File: src/rtl/des_pkg.sv
// -----------------------------------------------------------------------------
// des_pkg -- shared constants for the DES key schedule.
//
// Holds the FIPS 46-3 permuted-choice tables, the per-round left-shift
// schedule, the fixed DES widths and the key-schedule FSM state type.
// Table entries use FIPS numbering: entry j-1 gives the source bit (1-based)
// for output bit j.
// -----------------------------------------------------------------------------
package des_pkg;

    localparam int KEY_W  = 64;   // raw key incl. parity bits
    localparam int CD_W   = 56;   // PC-1 output, {C,D}
    localparam int SK_W   = 48;   // round subkey
    localparam int HALF_W = 28;   // each of C and D

    localparam int unsigned PC1_TAB [CD_W] = '{
        57, 49, 41, 33, 25, 17,  9,
         1, 58, 50, 42, 34, 26, 18,
        10,  2, 59, 51, 43, 35, 27,
        19, 11,  3, 60, 52, 44, 36,
        63, 55, 47, 39, 31, 23, 15,
         7, 62, 54, 46, 38, 30, 22,
        14,  6, 61, 53, 45, 37, 29,
        21, 13,  5, 28, 20, 12,  4
    };

    localparam int unsigned PC2_TAB [SK_W] = '{
        14, 17, 11, 24,  1,  5,
         3, 28, 15,  6, 21, 10,
        23, 19, 12,  4, 26,  8,
        16,  7, 27, 20, 13,  2,
        41, 52, 31, 37, 47, 55,
        30, 40, 51, 45, 33, 48,
        44, 49, 39, 56, 34, 53,
        46, 42, 50, 36, 29, 32
    };

    // Left-rotation amount for rounds 1..16 (index 0..15).
    localparam logic [1:0] SHIFT_TAB [16] = '{
        2'd1, 2'd1, 2'd2, 2'd2, 2'd2, 2'd2, 2'd2, 2'd2,
        2'd1, 2'd2, 2'd2, 2'd2, 2'd2, 2'd2, 2'd2, 2'd1
    };

    typedef enum logic {
        IDLE = 1'b0,
        RUN  = 1'b1
    } state_t;

endpackage

File: src/rtl/des_pc2.sv
// -----------------------------------------------------------------------------
// des_pc2 -- DES Permuted Choice 2, purely combinational (56 -> 48).
//
// Ports:
//   i_cd  [56:1]  {C,D} in FIPS numbering (bit 1 = C bit 1, bit 29 = D bit 1)
//   o_sk  [48:1]  round subkey in FIPS numbering
// -----------------------------------------------------------------------------
module des_pc2
    import des_pkg::*;
(
    input  logic [CD_W:1] i_cd,
    output logic [SK_W:1] o_sk
);

    for (genvar j = 1; j <= SK_W; j++) begin : g_bit
        assign o_sk[j] = i_cd[PC2_TAB[j-1]];
    end

    // PC-2 discards eight of the 56 bits by definition.
    logic [7:0] w_unused_dropped;
    assign w_unused_dropped = {i_cd[54], i_cd[43], i_cd[38], i_cd[35],
                               i_cd[25], i_cd[22], i_cd[18], i_cd[9]};

endmodule

File: src/rtl/des_key_schedule.sv
// -----------------------------------------------------------------------------
// des_key_schedule -- DES round-subkey generator with valid/ready handshakes.
//
// A key accepted in IDLE (key_vld && key_rdy) is run through PC-1; the C/D
// registers load the round-1 value on that edge, so K1 is presented on the
// next cycle.  Each accepted subkey (sk_vld && sk_rdy) advances one round;
// accepting the final subkey returns to IDLE, leaving one idle cycle before
// the next key can be taken.
//
// Ports:
//   clk        clock, rising edge
//   rst        synchronous active-high reset
//   key_in     [64:1] key, key_in[i] = FIPS bit i (parity bits ignored)
//   key_vld    key_in valid
//   decrypt    reverse subkey order (only with DES_KEY_DECRYPT_EN)
//   key_rdy    block can accept a key (IDLE)
//   sk_out     [48:1] current subkey, FIPS numbering
//   sk_round   [4:1] subkey index, 0..15 for K1..K16
//   sk_vld     subkey outputs valid (RUN)
//   sk_rdy     consumer accepts the subkey
//   sk_last    current subkey is the last of the schedule
//
// Configuration macro: DES_KEY_DECRYPT_EN adds the decrypt port and the
// K16..K1 ordering; without it the block is encrypt-only.
// -----------------------------------------------------------------------------
module des_key_schedule
    import des_pkg::*;
(
    input  logic           clk,
    input  logic           rst,
    input  logic [KEY_W:1] key_in,
    input  logic           key_vld,
`ifdef DES_KEY_DECRYPT_EN
    input  logic           decrypt,
`endif
    output logic           key_rdy,
    output logic [SK_W:1]  sk_out,
    output logic [4:1]     sk_round,
    output logic           sk_vld,
    input  logic           sk_rdy,
    output logic           sk_last
);

    // Rotations in FIPS numbering: rotating left by s makes new bit i take
    // old bit i+s, which in a [28:1] vector moves bits toward index 1.
    function automatic logic [HALF_W:1] rot_l(input logic [HALF_W:1] v,
                                              input logic [1:0] s);
        return (s == 2'd2) ? {v[2:1], v[HALF_W:3]} : {v[1], v[HALF_W:2]};
    endfunction

    function automatic logic [HALF_W:1] rot_r(input logic [HALF_W:1] v,
                                              input logic [1:0] s);
        return (s == 2'd2) ? {v[HALF_W-2:1], v[HALF_W:HALF_W-1]}
                           : {v[HALF_W-1:1], v[HALF_W]};
    endfunction

    state_t            r_state, w_state_nxt;
    logic [HALF_W:1]   r_c, r_d, w_c_nxt, w_d_nxt;
    logic [4:1]        r_round, w_round_nxt;
    logic [4:1]        w_rnd_inc;
    logic [CD_W:1]     w_pc1;
    logic [HALF_W:1]   w_c0, w_d0;
    logic              w_dec, w_dec_req, w_last;

    for (genvar j = 1; j <= CD_W; j++) begin : g_pc1
        assign w_pc1[j] = key_in[PC1_TAB[j-1]];
    end

    assign w_c0 = w_pc1[HALF_W:1];
    assign w_d0 = w_pc1[CD_W:HALF_W+1];

    logic [7:0] w_unused_parity;
    assign w_unused_parity = {key_in[64], key_in[56], key_in[48], key_in[40],
                              key_in[32], key_in[24], key_in[16], key_in[8]};

`ifdef DES_KEY_DECRYPT_EN
    logic r_dec;

    always_ff @(posedge clk) begin
        if (rst) begin
            r_dec <= 1'b0;
        end else if (r_state == IDLE && key_vld) begin
            r_dec <= decrypt;
        end
    end

    assign w_dec     = r_dec;
    assign w_dec_req = decrypt;
`else
    assign w_dec     = 1'b0;
    assign w_dec_req = 1'b0;
`endif

    assign w_rnd_inc = r_round + 4'd1;
    assign w_last    = w_dec ? (r_round == 4'd0) : (r_round == 4'd15);
    assign sk_round  = r_round;

    // {D,C} in vector order is {C,D} in FIPS order: C occupies bits 1..28.
    des_pc2 u_pc2 (
        .i_cd (({r_d, r_c})),
        .o_sk (sk_out)
    );

    always_ff @(posedge clk) begin
        if (rst) begin
            r_state <= IDLE;
        end else begin
            r_state <= w_state_nxt;
        end
    end

    always_comb begin
        w_state_nxt = r_state;
        w_c_nxt     = r_c;
        w_d_nxt     = r_d;
        w_round_nxt = r_round;
        key_rdy     = 1'b0;
        sk_vld      = 1'b0;
        sk_last     = 1'b0;
        case (r_state)
            IDLE: begin
                key_rdy = 1'b1;
                if (key_vld) begin
                    w_state_nxt = RUN;
                    if (w_dec_req) begin
                        // The shifts sum to 28, so K16 comes straight from C0/D0.
                        w_c_nxt     = w_c0;
                        w_d_nxt     = w_d0;
                        w_round_nxt = 4'd15;
                    end else begin
                        w_c_nxt     = rot_l(w_c0, SHIFT_TAB[0]);
                        w_d_nxt     = rot_l(w_d0, SHIFT_TAB[0]);
                        w_round_nxt = 4'd0;
                    end
                end
            end
            RUN: begin
                sk_vld  = 1'b1;
                sk_last = w_last;
                if (sk_rdy) begin
                    if (w_last) begin
                        w_state_nxt = IDLE;
                    end else if (w_dec) begin
                        // Undo the shift that produced the round being left.
                        w_c_nxt     = rot_r(r_c, SHIFT_TAB[r_round]);
                        w_d_nxt     = rot_r(r_d, SHIFT_TAB[r_round]);
                        w_round_nxt = r_round - 4'd1;
                    end else begin
                        w_c_nxt     = rot_l(r_c, SHIFT_TAB[w_rnd_inc]);
                        w_d_nxt     = rot_l(r_d, SHIFT_TAB[w_rnd_inc]);
                        w_round_nxt = w_rnd_inc;
                    end
                end
            end
            default: w_state_nxt = IDLE;
        endcase
    end

    always_ff @(posedge clk) begin
        if (rst) begin
            r_c     <= '0;
            r_d     <= '0;
            r_round <= '0;
        end else begin
            r_c     <= w_c_nxt;
            r_d     <= w_d_nxt;
            r_round <= w_round_nxt;
        end
    end

endmodule

File: config.mk
export PLATFORM = sky130hd
export DESIGN_NAME = des_key_schedule
export DESIGN_NICKNAME = d
export VERILOG_FILES = /design/src/rtl/des_pkg.sv /design/src/rtl/des_pc2.sv /design/src/rtl/des_key_schedule.sv
export SDC_FILE = /design/constraint.sdc
export NUM_CORES = 1
export LEC_CHECK = 0
export CAP_MARGIN = 25
export CORE_ASPECT_RATIO = 1.2
export CORE_MARGIN = 2
export CORE_UTILIZATION = 44
export CTS_CLUSTER_DIAMETER = 150
export CTS_CLUSTER_SIZE = 14
export DETAILED_ROUTE_END_ITERATION = 10
export GPL_TIMING_DRIVEN = 0
export PLACE_DENSITY_LB_ADDON = 0.1
export REMOVE_ABC_BUFFERS = 1
export SKIP_LAST_GASP = 1
export SLEW_MARGIN = 15
export SYNTH_ARGS = -nofsm -noshare
export SYNTH_HDL_FRONTEND = slang
export SYNTH_HIERARCHICAL = 1
export SYNTH_SLANG_ARGS = --single-unit
File: constraint.sdc
create_clock -name clk -period 3.11 [get_ports clk]
set_input_delay 0.7775 -clock clk [delete_from_list [all_inputs] [get_ports clk]]
set_output_delay 0.7775 -clock clk [all_outputs]
set_load 0.02 [all_outputs]
## Word-level counts from Yosys, hierarchy flattened

Memories as Yosys holds them, arrays and structs flattened.
Cells that the tools add are included.

- ROM bits: 32
- Memories: 1
- Output and inout port bits: 55
- Bits in registers: 61

- Magnitude comparators: 1
- Multiplexer cells: 23
- Reduce and logical (&&, ||, !) cells: 1
- Equal/unequal tests: 5
- Bitwise operators: 2
- Add/sub/neg operators: 1

Memories:

| memory | words | bits a word | read ports | clocked after Yosys merged registers in | write ports | line | RTL |
|---|---|---|---|---|---|---|---|
| (no name shown) | 16 | 2 | 1 | 0 | 0 | des_key_schedule.sv:150 | `w_d_nxt = rot_l(r_d, SHIFT_TAB[w_rnd_inc]);` |

Operators by type and width:

| cell | number |
|---|---|
| $mux W28 | 8 |
| $pmux W28 S2 | 2 |
| $mux W4 | 3 |
| $pmux W4 S2 | 1 |
| $mux W1 | 6 |
| $ne A2 B2 Y1 const B | 3 |
| $ge A5 B5 Y1 const B | 1 |
| $not A4 Y5 | 1 |
| $add A4 B1 Y4 const B | 1 |
| $eq A4 B4 Y1 const B | 1 |
| $mux W2 | 2 |
| $reduce_and A3 Y1 | 1 |
| $eq A2 B2 Y1 const B | 1 |
| $pmux W1 S2 | 1 |
| $not A1 Y1 | 1 |

## Longest topological paths before layout

- Word-level depth: 10
- Mapped depth: 9
- Gate-level depth less buffers: 7

## By module

The synthesis kept the hierarchy.

Modules (own cells, without submodules):

| module | times used | area an instance (um^2) | cells each |
|---|---|---|---|
| des_key_schedule | 1 | 3069.2 | 371 |
| des_pc2 | 1 | 360.3 | 48 |

## Worst setup path after synthesis

OpenSTA, ideal clock, no wires.

- Kind: reg-to-reg
- From: register r_round (netlist bit sk_round[2])
- To: register r_c[10] in the netlist's numbering
- Required time: 2.988 ns
- Arrival time: 2.186 ns
- Period minus slack after synthesis: 2.307 ns
- Library setup time: 0.122 ns
- Cell stages (with the launch flop): 10
- Setup slack: 0.803 ns
- Path through: dfxtp_1 ha_1 buf_2 nand3_2 a31oi_4 or3_4 o21ba_1 buf_2 buf_2 a221o_1

- Longest elaborated chain between the ends: 10
- Elaborated cells between the ends (all ways): 13
- Classes of those cells: add/sub (1); eq/ne (3); mux (6); bitwise (1); reduce/logical (1); memory (1)

Ends and longest elaborated chain:

| item | line | RTL |
|---|---|---|
| start: declaration | des_key_schedule.sv:59 | `logic [4:1] r_round, w_round_nxt;` |
| start signal: assignment | des_key_schedule.sv:167 | `r_round <= w_round_nxt;` |
| $add A4 B1 Y4 | des_key_schedule.sv:94 | `assign w_rnd_inc = r_round + 4'd1;` |
| $not A4 Y5 (not written as such) | des_key_schedule.sv:149 | `w_c_nxt = rot_l(r_c, SHIFT_TAB[w_rnd_inc]);` |
| $mem_v2 Z16 W2 | n/a |  |
| $mux W2 (2 in a row) | n/a |  |
| $eq A2 B2 Y1 | n/a |  |
| $mux W28 | des_key_schedule.sv:48 | `return (s == 2'd2) ? {v[2:1], v[HALF_W:3]} : {v[1], v[HALF_W:2]};` |
| $mux W28 | des_key_schedule.sv:141 | `if (w_last) begin` |
| $mux W28 | des_key_schedule.sv:140 | `if (sk_rdy) begin` |
| $pmux W28 S2 | des_key_schedule.sv:120 | `case (r_state)` |
| end signal: assignment | des_key_schedule.sv:165 | `r_c <= w_c_nxt;` |
| end: declaration | des_key_schedule.sv:58 | `logic [HALF_W:1] r_c, r_d, w_c_nxt, w_d_nxt;` |

Parallel ways exist; a longest one is shown, timed or not. The select of a mux whose other input is x is not followed.
A chain may end at the register's enable or synchronous reset.

## Worst setup path after layout

- From: register r_round (netlist bit sk_round[2])
- To: output sk_last

- Longest elaborated chain between the ends: 2

Ends and longest elaborated chain:

| item | line | RTL |
|---|---|---|
| $eq A4 B4 Y1 | des_key_schedule.sv:95 | `assign w_last = w_dec ? (r_round == 4'd0) : (r_round == 4'd15);` |
| $mux W1 | des_key_schedule.sv:120 |  |
| end: declaration | des_key_schedule.sv:41 | `output logic sk_last` |

No other way between the ends.

==> impl_metrics.xml <==
<?xml version="1.0" encoding="UTF-8"?>
<metrics>
  <group name="outcome">
    <metric name="status" unit="">finished clean</metric>
  </group>
  <group name="drt">
    <metric name="drtPass1Iterations" unit="">4</metric>
    <metric name="detail_route.vias_per_cell" unit="">5.86</metric>
    <metric name="num_vias" unit="">3336</metric>
    <metric name="drt_drc_violations_left" unit="">0</metric>
    <metric name="avgRoutedWirePerCell" unit="µm">16.7</metric>
    <metric name="drt_first_iter_violations" unit="">162</metric>
    <metric name="postRouteAntennaNets" unit="">0</metric>
    <metric name="wirelength" unit="mm">9.48</metric>
  </group>
  <group name="floorplan">
    <metric name="io_pins" unit="">123</metric>
    <metric name="die_area" unit="µm²">8520</metric>
    <metric name="dieHeight" unit="µm">101</metric>
    <metric name="die-width" unit="µm">84.6</metric>
    <metric name="initial_utilization" unit="">0.450</metric>
    <metric name="row_count" unit="">35</metric>
    <metric name="coreArea" unit="µm²">7620</metric>
  </group>
  <group name="grt">
    <metric name="grt_first_pass_wirelength" unit="mm">14.8</metric>
    <metric name="globalRouteOverflowTotal" unit="">0</metric>
    <metric name="antenna_found_initial" unit="">0</metric>
    <metric name="global_route.usage.total" unit="">0.210</metric>
    <metric name="grt_pass1_vias" unit="">3040</metric>
    <metric name="pin_count_of_the_biggest_net_entering_global_routing" unit="">60</metric>
  </group>
  <group name="critical_path">
    <metric name="setup_crit_start" unit="">sk_round[2]</metric>
    <metric name="worst_setup_path_end" unit="">sk_last</metric>
    <metric name="crit_type" unit="">reg2out</metric>
    <metric name="worstRegToRegCells" unit="">8</metric>
    <metric name="required" unit="ns">2.33</metric>
    <metric name="crit_path_end_kind" unit="">output pin</metric>
    <metric name="worstReg2RegEnd" unit="">r_c[25]</metric>
    <metric name="worst-path-max-fanout" unit="">9</metric>
    <metric name="reg_to_reg_setup_timing_slack" unit="ns">0.32</metric>
    <metric name="r2r-start" unit="">sk_round[2]</metric>
    <metric name="worstPathArrival" unit="ns">2.16</metric>
    <metric name="cp-start-kind" unit="">flip-flop</metric>
  </group>
  <group name="clock_network">
    <metric name="clock_path_buffers" unit="">2</metric>
    <metric name="cts_max_level" unit="">3</metric>
    <metric name="insertion_delay_to_the_later_sink_of_the_worst_skew_pair" unit="ns">0.34</metric>
    <metric name="cts_tree" unit="">yes</metric>
    <metric name="cts.sinks" unit="">61</metric>
    <metric name="cts-buffers-inserted" unit="">9</metric>
    <metric name="cts_hold_buf" unit="">0</metric>
    <metric name="cts.root.buffer_cell" unit="">clkbuf_8</metric>
    <metric name="cts.reportedPaths.clkPinSlew" unit="ns">0.07</metric>
  </group>
  <group name="yosys">
    <metric name="synth_simple_gate_area_share" unit="">0.185</metric>
    <metric name="ys_seq_area_frac" unit="">0.356</metric>
    <metric name="synth_cells" unit="">419</metric>
    <metric name="number_of_distinct_library_cell_variants_in_the_gate_level_netlist_after_synthesis" unit="">32</metric>
    <metric name="synth_compound_area_frac" unit="">0.278</metric>
    <metric name="ys.warnings.count" unit="">6</metric>
    <metric name="synthXorXnorAreaFrac" unit="">0.00255</metric>
    <metric name="ys_seq_elements" unit="">61</metric>
    <metric name="post_synth_mux_area_share" unit="">0</metric>
    <metric name="netlist_area" unit="µm²">3430</metric>
    <metric name="synth_top_family_by_area" unit="">compound AO/OA/AOI/OAI gates</metric>
    <metric name="synth_adder_area_share" unit="">0.0146</metric>
    <metric name="syn-mean-instance-area" unit="µm²">8.19</metric>
  </group>
  <group name="timing">
    <metric name="clock_skew" unit="ns">0.00964</metric>
    <metric name="fin_crit_sh" unit="">0.946</metric>
    <metric name="finalWorstPathRequiredPeriod" unit="ns">2.94</metric>
    <metric name="timing.final.hold_violations" unit="">0</metric>
    <metric name="achievable-frequency" unit="MHz">340</metric>
    <metric name="postLayoutSetupSlackWorst" unit="ns">0.169</metric>
    <metric name="hold_slack" unit="ns">0.516</metric>
    <metric name="worst_slew_pin_slew" unit="ns">0.726</metric>
    <metric name="grt_setup_unrepaired" unit="">no</metric>
    <metric name="max_slew_violation_total_from_the_final_report" unit="">0</metric>
    <metric name="number_of_failing_setup_endpoints_in_the_final_timing_report" unit="">0</metric>
    <metric name="slew-limit-headroom" unit="">0.516</metric>
  </group>
  <group name="finish">
    <metric name="final_layout_size_suffix_gt1_frac" unit="">0.0776</metric>
    <metric name="fill_cells" unit="">678</metric>
    <metric name="diodes" unit="">0</metric>
    <metric name="final_cell_count_no_fill" unit="">569</metric>
    <metric name="finalNetCount" unit="">544</metric>
    <metric name="area.growth.synth_to_final" unit="%">35.0</metric>
  </group>
  <group name="placement">
    <metric name="detailed_place_hpwl" unit="mm">5.99</metric>
    <metric name="place_worst_setup_slack" unit="ns">-0.549</metric>
    <metric name="placed_cells_incl_taps" unit="">548</metric>
    <metric name="portBuffers" unit="">114</metric>
    <metric name="routabilityCongestion" unit="">0.768</metric>
  </group>
  <group name="pwr">
    <metric name="cellPowerDensity" unit="nW/µm²">473</metric>
    <metric name="power_leakage" unit="nW">1.66</metric>
    <metric name="report.power.total" unit="mW">2.19</metric>
    <metric name="vdd_ir_drop_max" unit="mV">0.249</metric>
  </group>
  <group name="job">
    <metric name="drv.max_cap_violation_count" unit="">0</metric>
  </group>
  <group name="min_path">
    <metric name="hold_path_class" unit="">reg2reg</metric>
  </group>
</metrics>
[metrics by stage]
stage | instance area (µm²) | utilization | setup TNS [ns]
2_1_floorplan | 2880 | - | -13.79
3_3_place_gp | 4140 | 0.543 | -171.73
3_5_place_dp | 4300 | 0.565 | -24.04
4_1_cts | 4580 | 0.600 | 0
5_1_grt | 4630 | 0.607 | 0
6_report | 4630 | 0.607 | 0
[final cells by class]
type                            instances  area (µm²)  share of cell area
Clock inverter                          4        95.1              0.0205
Inverter                                5        18.8             0.00406
Tap cell                               92         115              0.0249
Timing Repair Buffer                  125        1360               0.293
Multi-Input combinational cell        270        1680               0.362
Clock buffer                           12         145              0.0314
Sequential cell                        61        1220               0.264
[worst max-delay path, stage by stage, from the launching register on]
cell,delay [ns]
dfxtp_1,0.47
ha_1,0.39
nand3_2,0.21
nor2_1,0.14
clkdlybuf4s50_1,0.62
[worst min path at each step]
stage / startpoint / to / cells past startpoint
floorplan: r_d[15] / r_d[14] / 1
finish: r_c[9] / r_c[8] / 1
global route: r_d[15] / r_d[14] / 1
detailed placement: r_c[25] / r_c[24] / 1
CTS: r_d[7] / r_d[6] / 1
global placement: r_c[9] / r_c[8] / 1
[flip-flops by register name (all words and copies together) (netlist names)]
signal / count
r_d: 28
sk_round: 4
r_c: 28
r_state: 1
[cell families (layout without fill, tap and decap cells)]
logic type	after synthesis	in the layout
adders and majority gates	4	4
DFF	61	61
buffers and inverters	90	146
xor gates and xnor gates	1	1
and+or+nand+nor	137	137
AOI/OAI and AO/OA	126	128
[synthesized netlist by cell type, drive strengths merged]
| library cell | n | area share |
|---|---|---|
| and2 | 1 | 0.0018 |
| nand4b | 1 | 0.0026 |
| nand3 | 60 | 0.089 |
| clkbuf | 22 | 0.024 |
| dfxtp | 61 | 0.36 |
| o311ai | 1 | 0.0026 |
| o21ai | 2 | 0.0029 |
| ha | 4 | 0.015 |
| nand2 | 58 | 0.063 |
| inv | 5 | 0.0055 |
| a31oi | 1 | 0.0062 |
| or4 | 1 | 0.0022 |
| o32ai | 1 | 0.0047 |
| o21ba | 1 | 0.0029 |
| nor3 | 1 | 0.0047 |
| a221o | 55 | 0.16 |
| buf | 63 | 0.13 |
| or3 | 2 | 0.0051 |
| xor2 | 1 | 0.0026 |
| a21o | 1 | 0.0022 |
| a21oi | 61 | 0.089 |
| o22ai | 1 | 0.0018 |
| a211o | 1 | 0.0026 |
| o31ai | 1 | 0.0022 |
| nor2 | 11 | 0.012 |
| nor2b | 2 | 0.0036 |
[routing by layer]
layer / GRT usage / wire length [µm]
met1: 0.280 / 4190
met2: 0.339 / 4570
met3: 0.0303 / 548
met4: 0.0879 / 176
met5: 0 / 0
[report_power, final]
| group | leakage, nW | switching, mW | total (mW) | internal, mW |
|---|---|---|---|---|
| combinational | 1.04 | 0.208 | 0.438 | 0.230 |
| sequential | 0.501 | 0.0564 | 0.888 | 0.832 |
| clock | 0.121 | 0.308 | 0.862 | 0.554 |
[placed cells by master, fill, tap and decap left out, drive strengths merged]
| cell type | instances |
|---|---|
| clkdlybuf4s50 | 112 |
| a21oi | 61 |
| dfxtp | 61 |
| nand3 | 60 |
| nand2 | 58 |
| a221o | 55 |
| buf | 13 |
| clkbuf | 12 |
| nor2 | 11 |
| inv | 5 |
| ha | 4 |
| bufinv | 3 |
| o21ai | 2 |
| nor2b | 2 |
| a31oi | 2 |
| or3 | 2 |
| o21ba | 2 |
| and2 | 1 |
| o32ai | 1 |
| a211o | 1 |
| o31ai | 1 |
| xor2 | 1 |
| or4 | 1 |
| a21o | 1 |
| o311ai | 1 |
| nor3 | 1 |
| nand4b | 1 |
| o22ai | 1 |
| clkinv | 1 |
[what timing repair did]
item                       CTS  global route
setup endpoints to repair   38            28
buffers inserted             2             0
pin swaps                    1             1
resized for setup            1             1
cloned                       0             2
Note: power is estimated with default switching activity, not from simulation.
